## config.mk

```make
export PLATFORM = sky130hd
export DESIGN_NAME = pulse_monitor
export DESIGN_NICKNAME = d
export VERILOG_FILES = /design/src/rtl/pulse_monitor_pkg.sv /design/src/rtl/pulse_edge_detect.sv /design/src/rtl/pulse_monitor.sv
export SDC_FILE = /design/constraint.sdc
export NUM_CORES = 1
export LEC_CHECK = 0
export CAP_MARGIN = 20
export CELL_PAD_IN_SITES_DETAIL_PLACEMENT = 1
export CELL_PAD_IN_SITES_GLOBAL_PLACEMENT = 1
export CORE_MARGIN = 5
export CORE_UTILIZATION = 31
export DETAILED_ROUTE_END_ITERATION = 10
export PLACE_DENSITY_LB_ADDON = 0.1
export SLEW_MARGIN = 20
export SYNTH_ARGS = -nofsm -noshare
export SYNTH_HDL_FRONTEND = slang
export SYNTH_HIERARCHICAL = 1
export SYNTH_SLANG_ARGS = --single-unit
```

## constraint.sdc

```tcl
create_clock -name clk -period 2.2 [get_ports clk]
set_input_delay 0.44 -clock clk [delete_from_list [all_inputs] [get_ports clk]]
set_output_delay 0.44 -clock clk [all_outputs]
set_load 0.02 [all_outputs]
```

## src/rtl/pulse_monitor_pkg.sv

```systemverilog
// Shared types and helpers for the pulse_monitor block.
package pulse_monitor_pkg;

    typedef enum logic [1:0] {
        MON_IDLE,
        MON_SEARCH,
        MON_LOCKED,
        MON_LOST
    } mon_state_e;

    // Increment that sticks at maxv; callers cast to their own width.
    function automatic logic [31:0] sat_inc(input logic [31:0] v, input logic [31:0] maxv);
        return (v >= maxv) ? maxv : v + 32'd1;
    endfunction

endpackage

```

## src/rtl/pulse_edge_detect.sv

```systemverilog
// Rising-edge event detector for pulse_in.
// Define PULSE_MONITOR_SYNC_EN to add a 2-flop synchronizer ahead of the edge detect.
module pulse_edge_detect (
    input  logic clk,
    input  logic resetn,
    input  logic pulse_in,
    output logic pulse_ev
);

    logic pulse_s;
    logic pulse_q;

`ifdef PULSE_MONITOR_SYNC_EN
    logic [1:0] sync_q;

    always_ff @(posedge clk or negedge resetn) begin
        if (!resetn) sync_q <= '0;
        else         sync_q <= {sync_q[0], pulse_in};
    end

    assign pulse_s = sync_q[1];
`else
    assign pulse_s = pulse_in;
`endif

    always_ff @(posedge clk or negedge resetn) begin
        if (!resetn) pulse_q <= 1'b0;
        else         pulse_q <= pulse_s;
    end

    assign pulse_ev = pulse_s & ~pulse_q;

endmodule

```

## src/rtl/pulse_monitor.sv

```systemverilog
// Periodic pulse monitor: measures the inter-pulse period, tracks lock and flags early/missing pulses.
// Optional input synchronizer via PULSE_MONITOR_SYNC_EN (see pulse_edge_detect).
module pulse_monitor
    import pulse_monitor_pkg::*;
#(
    parameter int EXP_PERIOD = 10,
    parameter int TOLERANCE  = 0,
    parameter int LOCK_COUNT = 3,
    parameter int ERR_W      = 8,
    parameter int CNT_W      = $clog2(EXP_PERIOD + TOLERANCE + 2) + 1
) (
    input  logic             clk,
    input  logic             resetn,
    input  logic             pulse_in,
    input  logic             clear,
    output logic [CNT_W-1:0] period,
    output logic             period_valid,
    output logic             locked,
    output logic             err_early,
    output logic             err_missing,
    output logic [ERR_W-1:0] err_count
);

    localparam int GOOD_W = (LOCK_COUNT < 2) ? 1 : $clog2(LOCK_COUNT + 1);
    localparam logic [31:0]      CNT_MAX = 32'((64'd1 << CNT_W) - 64'd1);
    localparam logic [31:0]      ERR_MAX = 32'((64'd1 << ERR_W) - 64'd1);
    localparam logic [CNT_W-1:0] LO      = CNT_W'(EXP_PERIOD - TOLERANCE);
    localparam logic [CNT_W-1:0] HI      = CNT_W'(EXP_PERIOD + TOLERANCE);
    localparam logic [GOOD_W-1:0] GOOD_LAST = GOOD_W'(LOCK_COUNT - 1);

    logic pulse_ev;

    mon_state_e        state_q, state_n;
    logic [CNT_W-1:0]  cnt_q, cnt_n;
    logic [GOOD_W-1:0] good_q, good_n;
    logic [CNT_W-1:0]  period_n;
    logic              pv_n, early_n, miss_n;
    logic [ERR_W-1:0]  errc_n;
    logic              in_tol;

    pulse_edge_detect u_edge (
        .clk      (clk),
        .resetn   (resetn),
        .pulse_in (pulse_in),
        .pulse_ev (pulse_ev)
    );

    assign in_tol = (cnt_q >= LO) && (cnt_q <= HI);

    always_comb begin
        state_n  = state_q;
        cnt_n    = CNT_W'(sat_inc(32'(cnt_q), CNT_MAX));
        good_n   = good_q;
        period_n = period;
        pv_n     = 1'b0;
        early_n  = 1'b0;
        miss_n   = 1'b0;
        errc_n   = err_count;

        if (clear) begin
            state_n  = MON_IDLE;
            cnt_n    = '0;
            good_n   = '0;
            period_n = '0;
            errc_n   = '0;
        end else begin
            if (pulse_ev) begin
                cnt_n    = CNT_W'(1);
                period_n = cnt_q;
            end

            unique case (state_q)
                MON_IDLE, MON_LOST: begin
                    // First event after IDLE/LOST only establishes the reference.
                    if (pulse_ev) begin
                        state_n = MON_SEARCH;
                        good_n  = '0;
                    end
                end
                MON_SEARCH: begin
                    if (pulse_ev) begin
                        pv_n = 1'b1;
                        if (in_tol) begin
                            if (good_q == GOOD_LAST) begin
                                state_n = MON_LOCKED;
                                good_n  = '0;
                            end else begin
                                good_n = good_q + GOOD_W'(1);
                            end
                        end else begin
                            good_n = '0;
                        end
                    end else if (cnt_q > HI) begin
                        good_n = '0;
                    end
                end
                MON_LOCKED: begin
                    if (pulse_ev) begin
                        pv_n = 1'b1;
                        if (cnt_q < LO) begin
                            early_n = 1'b1;
                            state_n = MON_SEARCH;
                            good_n  = '0;
                        end
                    end else if (cnt_q == HI) begin
                        miss_n  = 1'b1;
                        state_n = MON_LOST;
                    end
                end
                default: state_n = MON_IDLE;
            endcase

            if (early_n || miss_n) begin
                errc_n = ERR_W'(sat_inc(32'(err_count), ERR_MAX));
            end
        end
    end

    always_ff @(posedge clk or negedge resetn) begin
        if (!resetn) begin
            state_q      <= MON_IDLE;
            cnt_q        <= '0;
            good_q       <= '0;
            period       <= '0;
            period_valid <= 1'b0;
            err_early    <= 1'b0;
            err_missing  <= 1'b0;
            err_count    <= '0;
        end else begin
            state_q      <= state_n;
            cnt_q        <= cnt_n;
            good_q       <= good_n;
            period       <= period_n;
            period_valid <= pv_n;
            err_early    <= early_n;
            err_missing  <= miss_n;
            err_count    <= errc_n;
        end
    end

    assign locked = (state_q == MON_LOCKED);

endmodule

```

==> metrics, run 1 <==
run status=finished clean; startpoint types=input port; Main synth FF type=dfrtp_1; effective utilization at floorplan=a little under a third; worst endpoint data arrival time=2.07 ns; endpoint class of the critical path=register; Syn Area/Cell=roughly 10 um^2; cell count along the critical path=7; Pwr Density=around 480 nW/um^2; cell with the largest stage delay on the worst path=clkdlybuf4s50_1; gpl congestion=around 0.74; Hold Vio Cnt, Final=0; final HPWL from detailed placement=around 2.8 mm; Reg2Reg Depth=6; Global Route Usage Sum=13.23%; DR WL/cell=~15 um; synthesized instance count=149; Critical path buffers and inverters=3; Hold Path Cell Cnt=2; worst-margin pin slew=around 0.49 ns; DR iter-0 viols=between 50 and 60; fillers=between 500 and 600; # Max-Cap Violations=0; Synth warnings=6; Syn Std Cell Area=around 1500 um^2; Final period util=between 80% and 90%; final routed DRC violation total=0; register area share after synthesis=roughly 43%; commonest non-fill, non-tap cell in the layout=dfrtp_1; Root Driver=clkbuf_8; drt first pass iters=4; sum of negative setup slack=0 ns; fmax=approximately 0.53 GHz; CP Cell Sequence=clkdlybuf4s50_1, nor2b_4, inv_2, nor4_4, buf_4, o21ai_0, a22oi_1; Std-Cell Rows=25; PostCTS Resize Cnt=0; EDFF count, synth=0; area grow syn2layout=22.78%; area of the multi-input gates=779.5 um^2; ANT cells=0; total number of vias=~1200; number of buffers added on ports=20; type of the worst setup path=in -> reg; CTS Buffer Depth=2; htree depth=1; crit path max fanout=10; hold-fix buffers at CTS=0; Max-slew headroom=around 67%; core footprint=roughly 4700 um^2; initial antenna violation count=0; Final Max Tran Viols=0; Cell variety after synth=between 40 and 50; slowest stage delay, CP=~0.48 ns; Reg clk slew, reported paths=approximately 0.080 ns; #FFs+latches synth=26; Die Footprint=6349 um^2; Leak=roughly 0.81 nW; CTS tree=built; clk sinks=26; layout cells sized above 1=14.37%; post-layout util=between 30 and 40%; vias per inst=between 5 and 6; Hold Slack=around 0.53 ns; worst hold path class=reg -> reg; chip width=79.68 um; post-synthesis async set-or-reset flop share=100.0%; Worst path top cell family by delay=buffers and inverters; final setup vio count=0; most frequent cells in the layout=dfrtp_1 (26), clkdlybuf4s50_1 (19), nor2_1 (15); minimum clock period=1.888 ns; Clock Latency Late Sink=between 0.2 and 0.3 ns; Top Ports=21; final wirelength=roughly 3.7 mm; number of global-route vias before repair=around 1300; FF/Latch Area=between 600 and 700 um^2; height of the die=about 80 um; total power=slightly below 900 uW; Req. time, crit path=between 2 and 2.5 ns; Routed Antenna Nets=0; first-pass GRT wire length=between 6 and 7 mm; RSZ-0062 raised after global routing=false; Setup Skew=0.006295 ns; Nets=approximately 190; VDD IR-drop max=around 0.21 mV; non-filler cells, final=~240; pin count of the biggest net entering global routing=27; cell count after placement=roughly 240; total gr overflow=0; cts bufs inserted=3; Net Count, Synth=approximately 160; setup bufs post-CTS=0
==> Yosys cell counts (all sizes together), types with 4 or more instances <==
master | n | area share (%)
o21ai | 8 | 2.7
a21oi | 6 | 2.0
nand3 | 4 | 1.3
o22ai | 4 | 2.1
nand2 | 6 | 1.5
nor2b | 4 | 2.2
nor3 | 4 | 1.3
inv | 12 | 3.0
or2 | 5 | 2.1
ha | 6 | 5.0
dfrtp | 26 | 43
nor2 | 15 | 3.7
mux2i | 6 | 4.0
==> area by class of cell <==
type                    count  area share (%)
well taps                  67           4.536
inverters                  12           2.437
repair buffers             26           13.41
multi-input cells         107           42.18
clock buffers               3           2.234
flip-flops and latches     26           35.21
==> tightest hold or removal path, cell delays in order, from the launching register on <==
cell and delay, ns:
dfrtp_1 0.35, mux2i_1 0.07, nor2_1 0.08
==> power breakdown <==
part	total, mW	switching (mW)	internal, mW
sequential	0.499	0.0106	0.488
combinational	0.125	0.0713	0.0537
clock	0.267	0.145	0.123
==> flip-flops by register name, indices dropped and copies added, names as in the netlist <==
| name | cells |
|---|---|
| period | 5 |
| period_valid | 1 |
| good_q | 2 |
| err_missing | 1 |
| err_early | 1 |
| cnt_q | 5 |
| u_edge/pulse_q | 1 |
| err_count | 8 |
| state_q | 2 |
==> final timing paths <==
check | start | endpoint | slack [ns]
worst max register to register | state_q[0] | err_count[3] | 0.36
worst max-delay path | pulse_in | err_count[4] | 0.31
max in group asynchronous | resetn | err_count[7] | 1.40
min in group asynchronous | resetn | period[1] | 0.54
worst min-delay path | period[0] | period[0] | 0.53
worst min register to register | period[0] | period[0] | 0.53
==> cells by family after synthesis <==
logic type	after synthesis	share of synthesized area [%]
AOI/OAI and AO/OA	36	17.12
xor gates and xnor gates	2	1.164
adders and majority gates	6	4.987
buffers and inverters	16	4.987
DFF	26	43.23
muxes	7	4.738
and+or+nand+nor	56	23.77
==> per-layer routing <==
layer	GRT usage (%)	part of all wire [%]	vias to the layer above
met1	18.14	49	610
met2	21.62	47	14
met4	2.062	0.40	0
met3	2.935	3.6	2
li1	-	-	595
met5	0	0	-
==> stage by stage <==
stage / area, um^2 / setup WS (ns)
after floorplan: 1505 / 0.3738
after global routing: 1848 / 0.1829
after CTS: 1846 / 0.05864
after global placement: 1804 / 0.08082
after detailed placement: 1804 / 0.01271
final: 1848 / 0.3119
Note: power is estimated with default switching activity, not from simulation.
==> run 2, diff against run 1 <==
GPL_TIMING_DRIVEN = 0   (was unset)
clock period = 2.1 ns   (was 2.2 ns; I/O delays follow)
==> metrics, run 2 (synthesis gave the netlist of run 1 again) <==
non-filler cells, final=240; Reg2Reg Depth=6; worst endpoint data arrival time=2.12 ns; fillers=approximately 540; area grow syn2layout=23.19%; Global Route Usage Sum=roughly an eighth; setup bufs post-CTS=0; total gr overflow=0; Max-slew headroom=between 50% and 60%; commonest non-fill, non-tap cell in the layout=dfrtp_1; Clock Latency Late Sink=0.27 ns; crit path max fanout=10; Leak=0.7940 nW; worst-margin pin slew=about 0.60 ns; Worst setup endpoint=err_count[3]; DR iter-0 viols=57; Hold Vio Cnt, Final=0; endpoint class of the critical path=register; worst r2r src=state_q[0]; gpl congestion=between 0.7 and 0.8; Post-DP Area=~1800 um^2; top flop regs=err_count (8), cnt_q (5), period (5); cell with the largest stage delay on the worst path=clkdlybuf4s50_1; CP Cell Sequence=clkdlybuf4s50_1, nor2b_4, buf_4, nand3b_1, o22ai_2, nand4_1, a32o_1; number of buffers added on ports=20; chip width=79.68 um; VDD IR-drop max=between 0.2 and 0.25 mV; reg-to-reg slack, setup=~0.21 ns; htree depth=1; cell count after placement=about 240; sum of negative setup slack=0 ns; Top reg by flops=err_count; Req. time, crit path=2.27 ns; CTS Buffer Depth=2; vias per inst=approximately 5.1; fmax=just over 0.5 GHz; Root Driver=clkbuf_8; pin count of the biggest net entering global routing=27; ANT cells=0; final HPWL from detailed placement=2.793 mm; fin area=~1900 um^2; max FFs per register=8; final setup vio count=0; Routed Antenna Nets=0; Final period util=between 90% and 100%; Setup Skew=approximately 0.0027 ns; Pwr Density=580.5 nW/um^2; Nets=roughly 180; type of the worst setup path=in -> reg; Final Max Tran Viols=0; run status=finished clean; worst r2r dst=good_q[1]; first-pass GRT wire length=between 6 and 7 mm; Die Footprint=6349 um^2; # Max-Cap Violations=0; core footprint=~4700 um^2; cts bufs inserted=3; worst hold path class=in -> async; height of the die=79.68 um; Reg clk slew, reported paths=~0.1 ns; effective utilization at floorplan=a little under a third; Std-Cell Rows=25; RSZ-0062 raised after global routing=false; startpoint types=input port; final routed DRC violation total=0; most frequent cells in the layout=dfrtp_1 (26), clkdlybuf4s50_1 (18), nor2_1 (15); CTS tree=built; DR WL/cell=approximately 16 um; total number of vias=1220; drt first pass iters=4; clk sinks=26; slowest stage delay, CP=0.48 ns; initial antenna violation count=0; Hold Slack=0.1410 ns; layout cells sized above 1=roughly 14%; Top Ports=21; final wirelength=about 3.8 mm; worst setup path start=pulse_in; minimum clock period=1.945 ns; number of global-route vias before repair=between 1000 and 1500
run 2: worst min path at each step:
stage | slack [ns] | cells after the start | endpoint | startpoint
after floorplan | 0.12 | 0 | cnt_q[0] | resetn
after global routing | 0.19 | 1 | cnt_q[2] | resetn
after detailed placement | 0.48 | 1 | cnt_q[2] | resetn
after global placement | 0.50 | 2 | period[0] | period[0]
final | 0.14 | 1 | cnt_q[2] | resetn
after CTS | 0.16 | 1 | cnt_q[2] | resetn
run 2: repair_timing:
action,CTS,global route
hold buffers,0,0
gates resized for setup,1,0
endpoints found under the setup margin,1,0
run 2: critical path: cells and delay by family:
kind                   cells  cell delay [ns]
buffers and inverters      2             0.71
AND/OR/NAND/NOR            3             0.47
AO/OA/AOI/OAI              2             0.50
run 2: metal layers:
| layer | GRT usage, % | wire length (um) | share of wire (%) | up-vias |
|---|---|---|---|---|
| met4 | 3.952 | 19 | 0.50 | 0 |
| met2 | 19.28 | 1766 | 46 | 20 |
| met5 | 0 | 0 | 0 | - |
| met3 | 1.467 | 107 | 2.8 | 2 |
| li1 | - | - | - | 593 |
| met1 | 18.35 | 1917 | 50 | 605 |
run 2: cell type report:
cell class / instances / area [um^2] / area share, %
Sequential cell: 26 / 650.6 / 35.09
Clock inverter: 1 / 30.03 / 1.619
Clock buffer: 3 / 41.29 / 2.227
Tap cell: 67 / 83.83 / 4.521
Buffer: 4 / 30.03 / 1.619
Inverter: 12 / 45.04 / 2.429
Multi-Input combinational cell: 107 / 779.5 / 42.04
Timing Repair Buffer: 20 / 193.9 / 10.46
run 2: power breakdown:
| part | switching [mW] | internal (mW) | leakage [nW] |
|---|---|---|---|
| sequential | 0.0112 | 0.512 | 0.357 |
| clock | 0.172 | 0.255 | 0.0357 |
| combinational | 0.0768 | 0.0494 | 0.401 |
| total | 0.260 | 0.816 | 0.794 |
run 2: through the flow:
step / power (mW) / setup slack, ns / util (%)
final: 1.076 / 0.1551 / 39.26
after global placement: 0.6545 / -0.1063 / 37.88
after detailed placement: 0.6601 / -0.1548 / 37.77
after global routing: 1.127 / 0.05204 / 39.26
after floorplan: 0.6125 / 0.2738 / -
after CTS: 1.098 / 0.1399 / 39.26
